--- src/rtl/vram_arbiter.sv ---
// vram_arbiter
//   Shares the two byte-wide RAM banks (bank0 = even bytes, bank1 = odd bytes)
//   between the CPU data port and the video fetch engine. Video has priority;
//   a streak limiter forces a CPU grant after VID_STREAK consecutive video
//   grants while the CPU waits. CPU accesses are byte-lane steered so 8/16-bit
//   little-endian accesses work at any byte address, wrapping at 0xFFFF.
//
// Ports
//   clk, rst_n                 clock, async active-low reset
//   cpu_req/wr/wide/addr/wdata CPU request, held stable until cpu_ready
//   cpu_ready                  combinational grant
//   cpu_rvalid/cpu_rdata       read return at grant+1 (8-bit reads zero-extended)
//   vid_req/vid_addr           video word fetch request
//   vid_ack                    combinational grant
//   vid_rvalid/vid_rdata       fetch return at grant+1, {bank1, bank0}
//   bankN_addr/we/wdata        bank controls, driven in the grant cycle
//   bankN_rdata                synchronous bank read data (1-cycle latency)
//   cpu_stall_cycles           saturating count of cpu_req && !cpu_ready
//
// Build option
//   VRAM_ARBITER_STATS_EN      enables the cpu_stall_cycles counter; when
//                              undefined the output is tied to zero.
//
// state   | meaning
// --------+-----------------------------------------------------------
// IDLE    | no grant in the previous cycle, nothing returning
// GNT_VID | video granted in the previous cycle, its data returns now
// GNT_CPU | CPU granted in the previous cycle, read data returns now

module vram_arbiter #(
  parameter int VID_STREAK = 8
) (
  input  logic        clk,
  input  logic        rst_n,
  input  logic        cpu_req,
  input  logic        cpu_wr,
  input  logic        cpu_wide,
  input  logic [15:0] cpu_addr,
  input  logic [15:0] cpu_wdata,
  output logic        cpu_ready,
  output logic        cpu_rvalid,
  output logic [15:0] cpu_rdata,
  input  logic        vid_req,
  input  logic [14:0] vid_addr,
  output logic        vid_ack,
  output logic        vid_rvalid,
  output logic [15:0] vid_rdata,
  output logic [14:0] bank0_addr,
  output logic [14:0] bank1_addr,
  output logic        bank0_we,
  output logic        bank1_we,
  output logic [7:0]  bank0_wdata,
  output logic [7:0]  bank1_wdata,
  input  logic [7:0]  bank0_rdata,
  input  logic [7:0]  bank1_rdata,
  output logic [15:0] cpu_stall_cycles
);

  localparam int SW = (VID_STREAK < 1) ? 1 : $clog2(VID_STREAK + 1);

  typedef enum logic [1:0] {IDLE, GNT_VID, GNT_CPU} state_t;

  state_t        state;
  logic [SW-1:0] streak;
  logic          ret_rd, ret_a0, ret_wide;
  logic [14:0]   hold0, hold1;
  logic          streak_full, vid_gnt, cpu_gnt;

  assign streak_full = (streak == SW'(VID_STREAK));

  // Grants are suppressed while reset is asserted so no bank access or
  // handshake leaks out during reset.
  assign vid_gnt   = rst_n && vid_req && !(streak_full && cpu_req);
  assign cpu_gnt   = rst_n && cpu_req && !vid_gnt;
  assign vid_ack   = vid_gnt;
  assign cpu_ready = cpu_gnt;

  // Bank steering. For an odd CPU address the low byte lives in bank1 and the
  // high byte in bank0 of the next word (wrapping to word 0 at 0xFFFF).
  always_comb begin
    bank0_addr  = hold0;
    bank1_addr  = hold1;
    bank0_we    = 1'b0;
    bank1_we    = 1'b0;
    bank0_wdata = 8'h00;
    bank1_wdata = 8'h00;
    if (vid_gnt) begin
      bank0_addr = vid_addr;
      bank1_addr = vid_addr;
    end else if (cpu_gnt) begin
      bank1_addr = cpu_addr[15:1];
      bank0_addr = cpu_addr[0] ? cpu_addr[15:1] + 15'd1 : cpu_addr[15:1];
      bank0_we   = cpu_wr && (cpu_wide || !cpu_addr[0]);
      bank1_we   = cpu_wr && (cpu_wide ||  cpu_addr[0]);
      if (cpu_addr[0]) begin
        bank1_wdata = cpu_wdata[7:0];
        bank0_wdata = cpu_wdata[15:8];
      end else begin
        bank0_wdata = cpu_wdata[7:0];
        bank1_wdata = cpu_wdata[15:8];
      end
    end
  end

  always_ff @(posedge clk or negedge rst_n) begin
    if (!rst_n) begin
      state    <= IDLE;
      streak   <= '0;
      ret_rd   <= 1'b0;
      ret_a0   <= 1'b0;
      ret_wide <= 1'b0;
      hold0    <= '0;
      hold1    <= '0;
    end else begin
      hold0    <= bank0_addr;
      hold1    <= bank1_addr;
      ret_rd   <= cpu_gnt && !cpu_wr;
      ret_a0   <= cpu_addr[0];
      ret_wide <= cpu_wide;
      if (vid_gnt)      state <= GNT_VID;
      else if (cpu_gnt) state <= GNT_CPU;
      else              state <= IDLE;
      if (cpu_gnt || !cpu_req)
        streak <= '0;
      else if (vid_gnt && !streak_full)
        streak <= streak + SW'(1);
    end
  end

  assign vid_rvalid = (state == GNT_VID);
  assign cpu_rvalid = (state == GNT_CPU) && ret_rd;

  always_comb begin
    cpu_rdata = 16'h0000;
    vid_rdata = 16'h0000;
    if (vid_rvalid)
      vid_rdata = {bank1_rdata, bank0_rdata};
    if (cpu_rvalid) begin
      if (ret_wide)
        cpu_rdata = ret_a0 ? {bank0_rdata, bank1_rdata} : {bank1_rdata, bank0_rdata};
      else
        cpu_rdata = {8'h00, ret_a0 ? bank1_rdata : bank0_rdata};
    end
  end

`ifdef VRAM_ARBITER_STATS_EN
  logic [15:0] stall_q;

  always_ff @(posedge clk or negedge rst_n) begin
    if (!rst_n)
      stall_q <= 16'h0000;
    else if (cpu_req && !cpu_ready && stall_q != 16'hFFFF)
      stall_q <= stall_q + 16'd1;
  end

  assign cpu_stall_cycles = stall_q;
`else
  assign cpu_stall_cycles = 16'h0000;
`endif

endmodule

--- config.mk ---
export PLATFORM = sky130hd
export DESIGN_NAME = vram_arbiter
export DESIGN_NICKNAME = d
export VERILOG_FILES = /design/src/rtl/vram_arbiter.sv
export SDC_FILE = /design/constraint.sdc
export NUM_CORES = 1
export LEC_CHECK = 0
export BUFFER_PORTS_ARGS = -buffer_cell sky130_fd_sc_hd__buf_2
export CORE_MARGIN = 2
export CORE_UTILIZATION = 47
export CTS_CLUSTER_SIZE = 40
export DETAILED_ROUTE_END_ITERATION = 6
export HOLD_SLACK_MARGIN = 0.12
export PLACE_DENSITY = 0.92
export RECOVER_POWER = 50
export SLEW_MARGIN = 20
export SYNTH_ARGS = -nofsm -noshare
export SYNTH_HDL_FRONTEND = slang
export SYNTH_SLANG_ARGS = --single-unit
--- constraint.sdc ---
create_clock -name clk -period 4.8 [get_ports clk]
set_clock_uncertainty 0.15 [all_clocks]
set_input_delay 0.24 -clock clk [delete_from_list [all_inputs] [get_ports clk]]
set_output_delay 0.24 -clock clk [all_outputs]
set_load 0.01 [all_outputs]
# [Word-level counts from Yosys, hierarchy flattened]
# Index checks and enable logic that the tools add are counted.
[word_totals] ff_bits=39 latchBits=0 ramBits=0 romBits=0 inputBits=69 out_inout_bits=100 wordCells=56 mem_count=0
[classes] addsub=2 n_mul=0 div_mod_pow=0 order_cmp=0 eq_ne=3 n_shift=0 muxes=24 bitwise_logic=0 n_reduce_logical=20
[op_table] op="$mux W15" n=5
[op_table] op="$mux W16" n=4
[op_table] op="$mux W8" n=7
[op_table] op="$add A15 B1 Y15 const B" n=1
[op_table] op="$logic_and A1 B1 Y1" n=10
[op_table] op="$mux W4" n=2
[op_table] op="$logic_not A1 Y1" n=6
[op_table] op="$add A4 B1 Y4 const B" n=1
[op_table] op="$eq A4 B4 Y1 const B" n=1
[op_table] op="$mux W1" n=4
[op_table] op="$mux W2" n=2
[op_table] op="$logic_or A1 B1 Y1" n=3
[op_table] op="$eq A2 B1 Y1 const B" n=1
[op_table] op="$eq A2 B2 Y1 const B" n=1
[op_table] op="$reduce_bool A2 Y1" n=1

# [Longest topological paths before layout]
[depth] ltp_word=8 ltp_mapped=8 ltp_nobuf=7

# [Worst setup path before layout]
# No wires, ideal clock.
[synth_path] path_kind="register to output" from="register streak[0]" to="output port bank0_addr[11]" t_arrival_ps=1646 t_required_ps=4410 setup_slack_ps=2764 stages_incl_launch_ff=8 n_path_buf=1 path_cell_list="dfrtp_1 > inv_1 > ha_1 > nand3b_1 > a21o_1 > buf_2 > or4_1 > nand4_1"
[synth_between] elab_chain_len=8
[synth_rtl] element="start: declaration" line="64" rtl="logic [SW-1:0] streak;"
[synth_rtl] element="start signal: assignment" line="126" rtl="streak <= streak + SW'(1);"
[synth_rtl] element="$eq A4 B4 Y1 (*)" line="69" rtl="assign streak_full = (streak == SW'(VID_STREAK));"
[synth_rtl] element="$logic_and A1 B1 Y1 (*)" line="73" rtl="assign vid_gnt = rst_n && vid_req && !(streak_full && cpu_req);"
[synth_rtl] element="$logic_not A1 Y1 (*)" line="73"
[synth_rtl] element="$logic_and A1 B1 Y1 (*)" line="73"
[synth_rtl] element="$logic_not A1 Y1" line="74" rtl="assign cpu_gnt = rst_n && cpu_req && !vid_gnt;"
[synth_rtl] element="$logic_and A1 B1 Y1" line="74"
[synth_rtl] element="$mux W15" line="90" rtl="end else if (cpu_gnt) begin"
[synth_rtl] element="$mux W15 (*)" line="87" rtl="if (vid_gnt) begin"
[synth_rtl] element="end: declaration" line="48" rtl="output logic [14:0] bank0_addr,"
# Mark *: on every way between the ends. The rest lies on a longest branch, timed or not.

# [Worst setup path in the final report]
[layout_path] from="input port rst_n" to="output port bank0_addr[12]"
[layout_between] elab_chain_len=6 elab_cells_between_ends=7 cone_classes="mux: 2; reduce/logical: 5"
[layout_rtl] element="start: declaration" line="34" rtl="input logic rst_n,"
[layout_rtl] element="$logic_and A1 B1 Y1 (2 in series)" line="73"
[layout_rtl] element="$logic_not A1 Y1" line="74"
[layout_rtl] element="$logic_and A1 B1 Y1" line="74"
[layout_rtl] element="$mux W15" line="90"
[layout_rtl] element="$mux W15 (*)" line="87"
# Marked as above.

==> results by group <==
Critical path
  • WS Path Type: in -> out
  • Worst path cell trace: dlygate4sd3_1, clkbuf_1, nand2_1, a21o_1, inv_1, a221oi_1, buf_2
  • Worst path max stage delay: 0.85 ns
  • Worst setup SP type: input pin
  • Worst EP required: 4.41 ns
  • Critical-path top delay cell: nand2_1
  • RR Startpoint: streak[0]
  • CP arrival: 3.39 ns
  • CP Launch Point: rst_n
  • Endpoint class of the critical path: output pin
  • Crit path max fanout: 27

Timing
  • Slew Viols, Final: 26
  • Tmin final: 3.78 ns
  • Max Clock Freq: 265 MHz
  • Slew margin rel.: -0.0383
  • Final Cycle Share: 0.787
  • RSZ-0062 raised after global routing: no
  • Final hold vios: 0
  • # setup viols final: 0
  • Final hold slack: 0.135 ns
  • Final TNS setup: 0 ns
  • Least-Margin Pin Slew: 1.56 ns

Floorplan
  • Die Area: 6330 sq um
  • Io pins: 169
  • Core area: 5510 sq um
  • Die Y: 79.6 um
  • Rows: 27
  • Initial core utilization: 0.487
  • Die W: 79.6 um

Synthesis
  • Commonest cells in the netlist: mux2i_1, nor2_1, dfrtp_1, nand2_1
  • Yosys Warn Count: 0
  • Share of the synthesized area in the top cell type: 0.364
  • Syn avg cell area: 8.80 sq um
  • Cell count after synthesis: 305
  • Netlist cell types: 39
  • Area leader, netlist: dfrtp_1
  • Synth area leaders: dfrtp_1, mux2i_1, nor2_1, buf_4, nand2_1
  • Sequential area share after synthesis: 0.364
  • Top-count cell post-synth: mux2i_1
  • Main synth FF type: dfrtp_1
  • Number of enable flip-flop cells after synthesis: 0
  • Post-synth ARST share: 1.00
  • Mapped Area: 2680 sq um
  • Flops & latches, synth: 39

Final layout
  • Share of post-route cells with drive strength above 1: 0.302
  • Nets: 535
  • Layout fillers: 457
  • Non-Filler Instances: 536
  • N_diodes: 0
  • Area growth syn-to-layout: 35.3%

Clocking
  • CTS Buffer Depth: 2
  • Clk_lat worst skew: 0.29 ns
  • CTS clk-pin slew, worst paths: 0.07 ns
  • CTS root buffer: clkbuf_8
  • CTS sink cnt: 39
  • Post-CTS Resized: 0
  • CTS Buf Count: 5
  • Max H-tree Level: 2
  • CTS tree: done

Global route
  • Total gr overflow: 0
  • First-pass GRT wire length: 12.5 mm
  • Total Routing Usage GR: 0.252
  • Vias in the first global route: 2702
  • Pin count of the biggest net entering global routing: 48
  • Initial antenna violation count: 0

Place
  • Routability cong.: 0.792
  • Post-DP HPWL: 5.84 mm
  • I/O Buffers: 152
  • Placed cell count: 511

Run status
  • Status: finished with violations
  • Failing checks: max-capacitance violations, max-slew violations

Routing
  • Residual DRC: 0
  • Via density: 5.30
  • Initial DRC Count: 134
  • Final WL: 7.91 mm
  • Via count: 2839
  • Wire per inst: 14.8 um
  • First-pass detailed-route iteration total: 4
  • Post-DRT Antenna Nets: 0

Flow run
  • Max capacitance violation total: 1

Power and ir drop
  • Power density over the cells: 241 nW/um^2
  • Lkg Pwr: 0.00194 uW
  • Worst vdd ir: 0.184 mV

Min path
  • Worst hold path type: in -> reg
  • Min-Delay Startpoint: cpu_req
stage by stage:
step,setup WS (ns),util,cell area [sq um],total power [uW]
final,1.02,0.660,3630,876
after CTS,1.12,0.666,3670,876
after global placement,1.84,0.617,3400,617
after detailed placement,1.65,0.617,3400,626
after global routing,0.697,0.660,3630,923
after floorplan,2.76,-,2740,525
state kept, by name, indices dropped and copies added (netlist names):
register,count
hold0,15
hold1,15
ret_a0,1
ret_rd,1
ret_wide,1
state,2
streak,4
placed cells by master (no fill, tap or decap), types with 3 or more instances in the layout:
cell,count
conb_1,16
a21oi_1,6
o21ai_0,14
xor2_1,7
nand3_1,6
clkbuf_1,26
mux2i_1,52
o21ai_1,5
and2_0,11
dfrtp_1,39
and2_1,6
inv_1,7
nand4_1,5
dlygate4sd3_1,17
ha_1,3
nor2_1,41
o211ai_1,10
clkbuf_8,7
buf_2,127
nand2_1,31
or4_1,3
xnor2_1,4
report_power, final:
part           total, uW  switching [uW]  internal (uW)  leakage [uW]
registers            378            13.6            365      0.000481
logic                255             146            110       0.00141
clock network        242             111            131     0.0000515
total                876             270            605       0.00194
routing by layer:
metal	share of wire	GRT usage	wire, um	up-vias
li1	-	-	-	1339
met1	0.37	0.278	2930	1340
met2	0.52	0.457	4120	146
met3	0.094	0.0713	742	14
met4	0.015	0.0897	122	0
met5	0	0	0	-
kinds of logic (layout without fill, tap and decap cells):
kind of cell	after synthesis	in the layout	synth area share
and+or+nand+nor	114	114	0.203
muxes	53	53	0.198
AOI/OAI and AO/OA	43	43	0.0988
buffers and inverters	41	185	0.0853
DFF	39	39	0.364
xor gates and xnor gates	11	11	0.0359
adders and majority gates	3	3	0.0140
other	1	16	0.00140
path summary, 6_finish.rpt:
| kind | slack, ns | to | cells past startpoint |
|---|---|---|---|
| min in group asynchronous | 0.46 | hold0[1] | 3 |
| hold reg to reg | 0.36 | streak[3] | 1 |
| hold / removal | 0.13 | streak[2] | 2 |
| setup reg to reg | 1.83 | streak[3] | 7 |
| max in group asynchronous | 3.64 | hold1[9] | 3 |
| setup / recovery | 1.02 | bank0_addr[12] | 7 |
cell type report:
cell class                      count  area [sq um]  share of cell area
Multi-Input combinational cell    240          1530               0.422
Timing Repair Buffer              170           907               0.250
Clock buffer                        8           100              0.0276
Sequential cell                    39           976               0.269
Tap cell                           72          90.1              0.0248
Inverter                            7          26.3             0.00723
critical path: cells and delay by family:
family | cells | cell delay [ns]
and+or+nand+nor | 1 | 0.85
AOI/OAI and AO/OA | 2 | 1.12
buffers and inverters | 4 | 1.16
what timing repair did:
action / CTS / global route
hold buffers: 17 / 0
setup buffers: 0 / 0
hold endpoints to repair: 67 / 0
No activity file was read; power rests on OpenSTA's default activity.
